--- config.mk ---
export PLATFORM = sky130hd
export DESIGN_NAME = codec_i2s_if
export DESIGN_NICKNAME = d
export VERILOG_FILES = /design/src/rtl/codec_audio_pkg.sv /design/src/rtl/codec_i2s_clkgen.sv /design/src/rtl/codec_i2s_if.sv
export SDC_FILE = /design/constraint.sdc
export NUM_CORES = 1
export LEC_CHECK = 0
export CAP_MARGIN = 20
export CORE_ASPECT_RATIO = 2
export CORE_MARGIN = 2
export CORE_UTILIZATION = 59
export DETAILED_ROUTE_END_ITERATION = 8
export PLACE_DENSITY = 0.87
export SLEW_MARGIN = 5
export SYNTH_ARGS = -nofsm -noshare
export SYNTH_HDL_FRONTEND = slang
export SYNTH_HIERARCHICAL = 1
export SYNTH_SLANG_ARGS = --single-unit
--- constraint.sdc ---
create_clock -name i_clk -period 3.9 [get_ports i_clk]
set_input_delay 1.17 -clock i_clk [delete_from_list [all_inputs] [get_ports i_clk]]
set_output_delay 1.17 -clock i_clk [all_outputs]
set_load 0.03 [all_outputs]
--- src/rtl/codec_audio_pkg.sv ---
// Shared constants, slot types and slot-classification helpers for the
// WM8731-class serial audio port.
package codec_audio_pkg;

    localparam int DEF_BCLKS_PER_FRAME = 125;
    localparam int DEF_LEFT_SLOTS      = 63;
    localparam int SLOT_W              = $clog2(DEF_BCLKS_PER_FRAME);

    typedef logic [SLOT_W-1:0] slot_t;

    typedef enum logic [1:0] {
        SLOT_LEFT,
        SLOT_RIGHT,
        SLOT_PAD
    } slot_kind_e;

    function automatic logic is_left(input slot_t slot, input slot_t left_slots);
        return slot < left_slots;
    endfunction

    // Left data occupies the first data_w slots, right data the first data_w
    // slots after the LRC edge; everything else is padding.
    function automatic slot_kind_e slot_kind(input slot_t slot,
                                             input slot_t left_slots,
                                             input slot_t data_w);
        if (slot < data_w)
            return SLOT_LEFT;
        if ((slot >= left_slots) && (slot < (left_slots + data_w)))
            return SLOT_RIGHT;
        return SLOT_PAD;
    endfunction

endpackage

--- src/rtl/codec_i2s_clkgen.sv ---
// BCLK phase and slot timing for the audio port: one launch edge (BCLK fall)
// and one sample edge (BCLK rise) per slot, frames of BCLKS_PER_FRAME slots.
module codec_i2s_clkgen
    import codec_audio_pkg::*;
#(
    parameter int BCLKS_PER_FRAME = DEF_BCLKS_PER_FRAME,
    parameter int LEFT_SLOTS      = DEF_LEFT_SLOTS
) (
    input  logic  i_clk,
    input  logic  i_rst,
    input  logic  i_en,
    output logic  o_bclk,
    output logic  o_lrc,
    output logic  o_launch,
    output logic  o_sample,
    output logic  o_frame_start,
    output slot_t o_slot
);

    localparam slot_t LAST_SLOT = slot_t'(BCLKS_PER_FRAME - 1);

    logic  r_phase;
    logic  r_run;
    logic  r_lrc;
    slot_t r_slot;

    logic  w_launch;
    logic  w_sample;
    slot_t w_next_slot;

    // The first enabled edge is a launch of slot 0, so a restart after an
    // abort always begins on a clean frame boundary.
    always_comb begin
        w_next_slot = '0;
        if (r_run && (r_slot != LAST_SLOT))
            w_next_slot = r_slot + slot_t'(1);
        w_launch = i_en && (!r_run || r_phase);
        w_sample = i_en && r_run && !r_phase;
    end

    always_ff @(posedge i_clk) begin
        if (i_rst || !i_en) begin
            r_phase <= 1'b0;
            r_run   <= 1'b0;
            r_lrc   <= 1'b0;
            r_slot  <= '0;
        end else begin
            r_run   <= 1'b1;
            r_phase <= w_sample;
            if (w_launch) begin
                r_slot <= w_next_slot;
                r_lrc  <= is_left(w_next_slot, slot_t'(LEFT_SLOTS));
            end
        end
    end

    assign o_bclk        = r_phase;
    assign o_lrc         = r_lrc;
    assign o_launch      = w_launch;
    assign o_sample      = w_sample;
    assign o_frame_start = w_launch && (w_next_slot == '0);
    assign o_slot        = w_launch ? w_next_slot : r_slot;

endmodule

--- src/rtl/codec_i2s_if.sv ---
// Master-mode left-justified audio port for a WM8731-class codec: serialises
// stereo DAC samples from a valid/ready source and captures stereo ADC words.
module codec_i2s_if
    import codec_audio_pkg::*;
#(
    parameter int DATA_W          = 16,
    parameter int BCLKS_PER_FRAME = DEF_BCLKS_PER_FRAME,
    parameter int LEFT_SLOTS      = DEF_LEFT_SLOTS
) (
    input  logic              i_clk,
    input  logic              i_rst,
    input  logic              i_cfg_done,
    input  logic [DATA_W-1:0] i_dac_l,
    input  logic [DATA_W-1:0] i_dac_r,
    input  logic              i_dac_valid,
    output logic              o_dac_ready,
    output logic [DATA_W-1:0] o_adc_l,
    output logic [DATA_W-1:0] o_adc_r,
    output logic              o_adc_valid,
    output logic              o_underrun,
    output logic              o_bclk,
    output logic              o_daclrc,
    output logic              o_adclrc,
    output logic              o_dacdat,
    input  logic              i_adcdat
);

    localparam slot_t R_LAST = slot_t'(LEFT_SLOTS + DATA_W - 1);

    logic       w_lrc;
    logic       w_launch;
    logic       w_sample;
    logic       w_frame_start;
    slot_t      w_slot;
    slot_kind_e w_kind;

    logic [DATA_W-1:0] w_load_l;
    logic [DATA_W-1:0] w_load_r;

    logic [DATA_W-1:0] r_hold_l;
    logic [DATA_W-1:0] r_hold_r;
    logic              r_full;
    logic [DATA_W-1:0] r_sh_l;
    logic [DATA_W-1:0] r_sh_r;
    logic [DATA_W-1:0] r_cap_l;
    logic [DATA_W-1:0] r_cap_r;
    logic [DATA_W-1:0] r_adc_l;
    logic [DATA_W-1:0] r_adc_r;
    logic              r_adc_valid;
    logic              r_underrun;
    logic              r_dacdat;

    codec_i2s_clkgen #(
        .BCLKS_PER_FRAME (BCLKS_PER_FRAME),
        .LEFT_SLOTS      (LEFT_SLOTS)
    ) u_clkgen (
        .i_clk         (i_clk),
        .i_rst         (i_rst),
        .i_en          (i_cfg_done),
        .o_bclk        (o_bclk),
        .o_lrc         (w_lrc),
        .o_launch      (w_launch),
        .o_sample      (w_sample),
        .o_frame_start (w_frame_start),
        .o_slot        (w_slot)
    );

    assign w_kind   = slot_kind(w_slot, slot_t'(LEFT_SLOTS), slot_t'(DATA_W));
    assign w_load_l = r_full ? r_hold_l : '0;
    assign w_load_r = r_full ? r_hold_r : '0;

    // Frame start wins over a new transfer: while full the source sees
    // ready low, so a pair accepted at slot 0 waits for the next frame.
    always_ff @(posedge i_clk) begin
        if (i_rst) begin
            r_full   <= 1'b0;
            r_hold_l <= '0;
            r_hold_r <= '0;
        end else if (w_frame_start && r_full) begin
            r_full <= 1'b0;
        end else if (i_dac_valid && !r_full) begin
            r_hold_l <= i_dac_l;
            r_hold_r <= i_dac_r;
            r_full   <= 1'b1;
        end
    end

    always_ff @(posedge i_clk) begin
        if (i_rst) begin
            r_sh_l     <= '0;
            r_sh_r     <= '0;
            r_dacdat   <= 1'b0;
            r_underrun <= 1'b0;
        end else begin
            r_underrun <= 1'b0;
            if (!i_cfg_done) begin
                r_dacdat <= 1'b0;
            end else if (w_frame_start) begin
                r_underrun <= !r_full;
                r_dacdat   <= w_load_l[DATA_W-1];
                r_sh_l     <= w_load_l << 1;
                r_sh_r     <= w_load_r;
            end else if (w_launch) begin
                case (w_kind)
                    SLOT_LEFT: begin
                        r_dacdat <= r_sh_l[DATA_W-1];
                        r_sh_l   <= r_sh_l << 1;
                    end
                    SLOT_RIGHT: begin
                        r_dacdat <= r_sh_r[DATA_W-1];
                        r_sh_r   <= r_sh_r << 1;
                    end
                    default: r_dacdat <= 1'b0;
                endcase
            end
        end
    end

    // The last right-channel bit is folded straight into the output word so
    // both channels publish together on the edge that samples it.
    always_ff @(posedge i_clk) begin
        if (i_rst) begin
            r_cap_l     <= '0;
            r_cap_r     <= '0;
            r_adc_l     <= '0;
            r_adc_r     <= '0;
            r_adc_valid <= 1'b0;
        end else begin
            r_adc_valid <= 1'b0;
            if (w_sample) begin
                case (w_kind)
                    SLOT_LEFT: r_cap_l <= {r_cap_l[DATA_W-2:0], i_adcdat};
                    SLOT_RIGHT: begin
                        r_cap_r <= {r_cap_r[DATA_W-2:0], i_adcdat};
                        if (w_slot == R_LAST) begin
                            r_adc_l     <= r_cap_l;
                            r_adc_r     <= {r_cap_r[DATA_W-2:0], i_adcdat};
                            r_adc_valid <= 1'b1;
                        end
                    end
                    default: ;
                endcase
            end
        end
    end

    assign o_dac_ready = !r_full;
    assign o_adc_l     = r_adc_l;
    assign o_adc_r     = r_adc_r;
    assign o_adc_valid = r_adc_valid;
    assign o_underrun  = r_underrun;
    assign o_daclrc    = w_lrc;
    assign o_adclrc    = w_lrc;
    assign o_dacdat    = r_dacdat;

endmodule

== Word-level counts from Yosys, hierarchy flattened ==
Cells that the tools add are included.

* Output and inout port bits: 39
* Word-level logic and storage cells: 80
* Input bits: 37
* Register bits: 141

* Add/subtract/negate cells: 1
* Eq/ne operators: 3
* Mux-type cells: 22
* Bitwise gates (word level): 5
* $lt $le $gt $ge: 4
* Reductions and logical operators: 29

{| class="wikitable"
|+ Operators with widths
! kind !! number
|-
| 16-bit two-way mux || 8
|-
| 7-bit two-way mux || 2
|-
| 3-bit AND reduction || 3
|-
| 1-bit logical AND || 8
|-
| 2-bit two-way mux || 4
|-
| 7-bit by 1-bit adder with 7-bit output, second input constant || 1
|-
| 7-bit == test, second input constant || 1
|-
| 7-bit by 6-bit >= comparator with 1-bit output, second input constant || 1
|-
| 7-bit logical NOT || 1
|-
| 7-bit by 5-bit < comparator with 1-bit output, second input constant || 1
|-
| 7-bit by 6-bit < comparator with 1-bit output, second input constant || 1
|-
| 7-bit < comparator, second input constant || 1
|-
| 1-bit two-way mux || 7
|-
| 7-bit inequality test, second input constant || 1
|-
| 2-bit AND reduction || 3
|-
| 2-bit nonzero test || 3
|-
| 3-bit OR reduction || 2
|-
| 1-bit NOT || 5
|-
| 1-bit logical NOT || 4
|-
| 2-bit OR reduction || 2
|-
| 2-bit by 1-bit == test with 1-bit output, second input constant || 1
|-
| 2-bit logical NOT || 1
|-
| 1-bit logical OR || 2
|-
| 1-bit one-hot mux with 2 select lines || 1
|}

== Depth between registers and ports, before layout ==
* Depth in word-level cells: 14
* Mapped depth: 13

== By module ==
The synthesis kept the hierarchy.

{| class="wikitable"
|+ By module, submodules not included
! module !! area each (µm²) !! instances !! cells each
|-
| codec_i2s_if || 4,927.2 || 1 || 576
|-
| codec_i2s_clkgen || 636.9 || 1 || 74
|}

== Worst setup path after synthesis ==
Ideal clock, no wire load.

* Kind: in2reg
* From: input i_cfg_done
* To: register r_sh_r[10]
* Slack: 924 ps
* Stages on the path: 8
* Arrival time: 2,855 ps
* Required time: 3,778 ps
* Library setup time: 122 ps
* Cells stage by stage: nand2_2 inv_1 mux2_2 and3b_1 mux2_4 nor3b_4 buf_6 a221o_1

* Longest elaborated chain between the ends: 11

{| class="wikitable"
|+ Ends and longest elaborated chain
! element !! line !! RTL
|-
| from (decl) || codec_i2s_if.sv:12 || <nowiki>input logic i_cfg_done,</nowiki>
|-
| 1-bit logical AND (*) || codec_i2s_clkgen.sv:37 || <nowiki>w_launch = i_en && (!r_run || r_phase);</nowiki>
|-
| net w_launch || codec_i2s_if.sv:31 || <nowiki>logic w_launch;</nowiki>
|-
| 7-bit two-way mux (*) || - ||
|-
| net w_slot[5] || codec_i2s_if.sv:34 || <nowiki>slot_t w_slot;</nowiki>
|-
| 7-bit by 6-bit >= comparator with 1-bit output or 7-bit < comparator (tied branches) || codec_audio_pkg.sv:28 || <nowiki>if ((slot >= left_slots) && (slot < (left_slots + data_w)))</nowiki>
|-
| 1-bit logical AND || codec_audio_pkg.sv:28 ||
|-
| 1-bit two-way mux (2 in a row) || codec_audio_pkg.sv:28 ||
|-
| 2-bit two-way mux || codec_audio_pkg.sv:30 || <nowiki>return SLOT_PAD;</nowiki>
|-
| 2-bit two-way mux (*) || codec_audio_pkg.sv:28 ||
|-
| 2-bit by 1-bit == test with 1-bit output (*) || codec_i2s_if.sv:104 || <nowiki>case (w_kind)</nowiki>
|-
| 2-bit nonzero test (no source line) (*) || - ||
|-
| 3-bit AND reduction (no source line) (*) || - ||
|-
| to (signal assigned) || codec_i2s_if.sv:102 || <nowiki>r_sh_r <= w_load_r;</nowiki>
|-
| to (signal assigned) || codec_i2s_if.sv:111 || <nowiki>r_sh_r <= r_sh_r << 1;</nowiki>
|-
| to (decl) || codec_i2s_if.sv:44 || <nowiki>logic [DATA_W-1:0] r_sh_r;</nowiki>
|}

Mark *: on every way through the listed nets, which the timed path passes. The rest lies on a longest branch. The select of a mux whose other input is x is not followed.
A chain may end at the register's enable or synchronous reset.

== Final worst setup path ==
* From: input i_cfg_done
* To: register r_sh_r[2]

Same word-level chain as after synthesis.

==> run summary <==
The cell type contributing the most total cell area after synthesis is dfxtp_1. Once placement finished, the instance area stood at 6287 sq um. Across the VDD grid, the largest voltage drop is 0.4044 mV.

76 I/O pins were placed. The tools report the sum of met2 wire segment lengths after detailed routing as 6.896 mm. The layout net count was 745; the depth of the worst register-to-register path was 10. The logs give 60.09% for the initial cell density of the core and 0.2873 GHz for the top achievable clock speed.

In the final layout, the share of cells above drive strength 1 is 7.950%. Origin of the worst setup path: i_cfg_done. The first routing iteration left 266 violations. Data on the critical path is required at its endpoint by 4250 ps.

The logs give 46.9% for the proportion of power drawn by flip-flops and latches and 17 for the clock buffer count from CTS. The post-synthesis async set-or-reset flop share works out to 0%. In this run the number of H-tree levels came out at 4. The Yosys step of the flow raised 6 warnings. The max-slew violation count was 0; the via count of the first global-routing pass was 4477. The tree built by TritonCTS fans out to 140 sinks.

The run gives 0 as the number of remaining DRC errors. The hold-fix buffer count after cts is 0. Between clock sinks in the finished design, the worst skew comes to 9.032 ps. Counting I/O delays and the setup requirement, the final critical path takes 3481 ps.

A synthesized cell averages 8.560 sq um. The final hold violation count came out at 0. Detailed-route vias per instance: 5.724.

Setup repair after global routing left no endpoint under its margin. By area the synthesized netlist is led by dfxtp_1, nand2_1, a21oi_1, a221o_1, mux2i_1. The worst min-delay path class was reg -> reg. The distinct cell type count of the synthesized netlist is 61, and the height of the die is 141.3 microns.

The tools report the clock share of power as 46.8%. Diode insertion count for antenna repair: 0. The number of instances in the synthesized netlist is 650. The area fraction of the dominant cell type after synthesis was 50.37%; the number of rows in the core area was 50. Clock-pin slew was measured on the worst setup and hold paths at 60 ps. The run gives 6840 sq um as the post-layout instance area. The run gives 50.37% as the sequential element share of the synthesized area. The source-to-sink clock delay at the later pin of the worst-skew pair is 410 ps.

The area added between synthesis and finish works out to 22.94%. In the final routing, the length of wire on met1 measures 4.522 mm. The first global-routing pass estimated 20.22 mm of wire. After global routing the overflow that remains totals 0.

The critical path class was in -> reg. In this run switching power makes up 21.83% of total power. The routed via count was 4699. The arrival time of data at the critical path endpoint is 3830 ps. The normalized max-slew margin came out at 33.75%.

The worst reg2reg path startpoint is u_clkgen/r_slot[1]. The tree is rooted in a clkbuf_16. The run gives 2.434 nW as the leakage power summed over all cells.

The power density over the cells came out at 464.3 nW/um^2. The flow ran to the end, and the final reports show no timing, DRC or antenna violations. The HPWL after detailed placement is 8.576 mm. After clock tree synthesis, the repair step resized 0 gates. The area of the core was 9259 sq um. The count of port buffers added during placement is 75. The total standard cell area after synthesis came out at 5564 sq um.

The logs give 2 for the maximum number of buffers from clock root to sink and 3.176 mW for the total power. For the initial antenna violation count, the log shows 0. Routability-driven placement finished with a final weighted congestion of 0.8293. The net switching power of the design is 693.2 uW.

The internal portion of the total power is 2.483 mW. The die boundary width came out at 72.67 microns. In this run the critical register-to-register path is captured at r_sh_r[2]. The first detailed-routing pass took 4 iterations. Synthesis produced a netlist with a net count of 689.

In this run the register-to-register setup slack is 820 ps. The final period utilization was 89.26%; the number of flops mapped to enable cells by yosys was 0. In this run the remaining antenna-violating nets after routing total 0. Entering global routing, the biggest net connects 78 pins. The sum of met3 wire segment lengths after detailed routing was 464 microns. After detailed routing, no signal wire sits above met4. The critical path startpoint category is an input port. The run gives 25.14% as the combined global-route utilization of all metal layers. The average routed wire per standard cell was 15.00 microns; the number of flip-flops and latches in the synthesized netlist was 140. Post-CTS timing repair inserted 0 buffers for setup.

Among all flip-flop cells after synthesis, the most frequent one is dfxtp_1. The peak fanout along the critical path came out at 14. The count of endpoints failing setup in the final report is 0, and the routed wire length is 12.32 mm. Max-cap violations in this run came to 0. Cell with the most instances after synthesis: nand2_1. For the pin with the worst max-slew slack, the measured transition is 991.3 ps. The tools report the endpoint of the worst setup timing path as r_sh_r[2]. Summed over all failing endpoints, the final setup total negative slack is 0 ps. The floorplan step defined a die boundary enclosing 10270 sq um. Per report_power, the combinational group accounts for 6.3% of the total. TritonCTS built the clock tree. After synthesis, the most frequently instantiated cells are nand2_1, dfxtp_1, a21oi_1.

Critical path capture point type: a flop.
-- sequential cells by signal, summed over array words and instances (netlist names) --
signal,flops
r_full,1
u_clkgen/o_bclk,1
r_hold_r,16
r_cap_r,15
u_clkgen/r_slot,7
o_adc_l,16
o_underrun,1
r_hold_l,16
o_dacdat,1
u_clkgen/o_lrc,1
r_sh_l,15
r_cap_l,16
o_adc_r,16
r_sh_r,16
u_clkgen/r_run,1
o_adc_valid,1
-- worst max-delay path, stage by stage --
cell	delay (ps)
clkdlybuf4s50_1	530
nand2_2	150
inv_1	240
mux2_2	410
nor3b_2	270
mux2_4	270
nor3b_4	520
a221o_1	260
-- cells in the final DEF (no fill, tap or decap), types with 2 or more instances in the layout --
cell type	instances
nor2_1	22
nand2_1	182
mux2_2	2
buf_4	10
nand3_1	16
a311oi_1	15
ha_1	2
mux2i_1	14
clkdlybuf4s50_1	74
a31oi_1	3
o21ai_0	4
nand4b_1	2
clkinvlp_4	2
and4b_1	2
nand2b_1	20
clkbuf_1	2
nand4_1	3
nor2b_1	2
and3_1	3
inv_1	8
a221o_1	14
dfxtp_1	140
nor3_1	3
and2_1	22
clkbuf_16	17
clkbuf_8	4
a21oi_1	83
a21o_1	2
o21ai_1	4
a22o_1	3
clkinv_2	4
-- layout make-up --
type / instances / area, sq um
inverters: 9 / 33.78
multi-input cells: 454 / 2505
flip-flops and latches: 140 / 2803
clock inverters: 7 / 65.06
clock buffers: 23 / 488.0
repair buffers: 84 / 815.8
fillers: 695 / 2419
well taps: 104 / 130.1
-- how the worst min path moves through the flow --
stage                      start           end  cells after the start
floorplan           r_hold_r[10]  r_hold_r[10]                      2
global placement      o_adc_r[0]    o_adc_r[0]                      2
detailed placement   o_adc_r[14]   o_adc_r[14]                      2
CTS                  o_adc_r[14]   o_adc_r[14]                      2
global route         o_adc_r[14]   o_adc_r[14]                      2
finish               o_adc_r[14]   o_adc_r[14]                      2
-- power by group through the flow --
stage	Sequential [mW]	Clock (mW)	Combinational (mW)
2_1_floorplan	1.52	0	0.128
4_1_cts	1.49	1.51	0.200
6_report	1.49	1.49	0.200
3_3_place_gp	1.52	0	0.191
3_5_place_dp	1.52	0	0.199
5_1_grt	1.49	1.58	0.222
-- cell families after synthesis --
kind of cell,count (synthesis),synth area share (%)
AOI/OAI and AO/OA,142,16.73
adders and majority gates,2,0.4497
DFF,140,50.37
and+or+nand+nor,292,24.22
buffers and inverters,56,4.880
xor gates and xnor gates,1,0.1574
muxes,17,3.193
-- per-stage QoR --
| step | cells | util [%] | setup WS [ps] | hold slack [ps] |
|---|---|---|---|---|
| floorplan | 650 | - | 923.5 | 431.7 |
| global placement | 791 | 67.91 | 183.1 | 438.1 |
| detailed placement | 791 | 67.91 | 46.73 | 443.8 |
| CTS | 821 | 73.88 | 444.4 | 449.7 |
| global route | 821 | 73.88 | 198.0 | 465.8 |
| finish | 821 | 73.88 | 419.0 | 446.2 |
-- metal layers --
metal | up-vias | global-route usage, %
li1 | 2314 | -
met1 | 2200 | 25.78
met2 | 152 | 45.02
met3 | 33 | 6.889
met4 | 0 | 12.96
met5 | - | 0
Note: power is estimated with default switching activity, not from simulation.
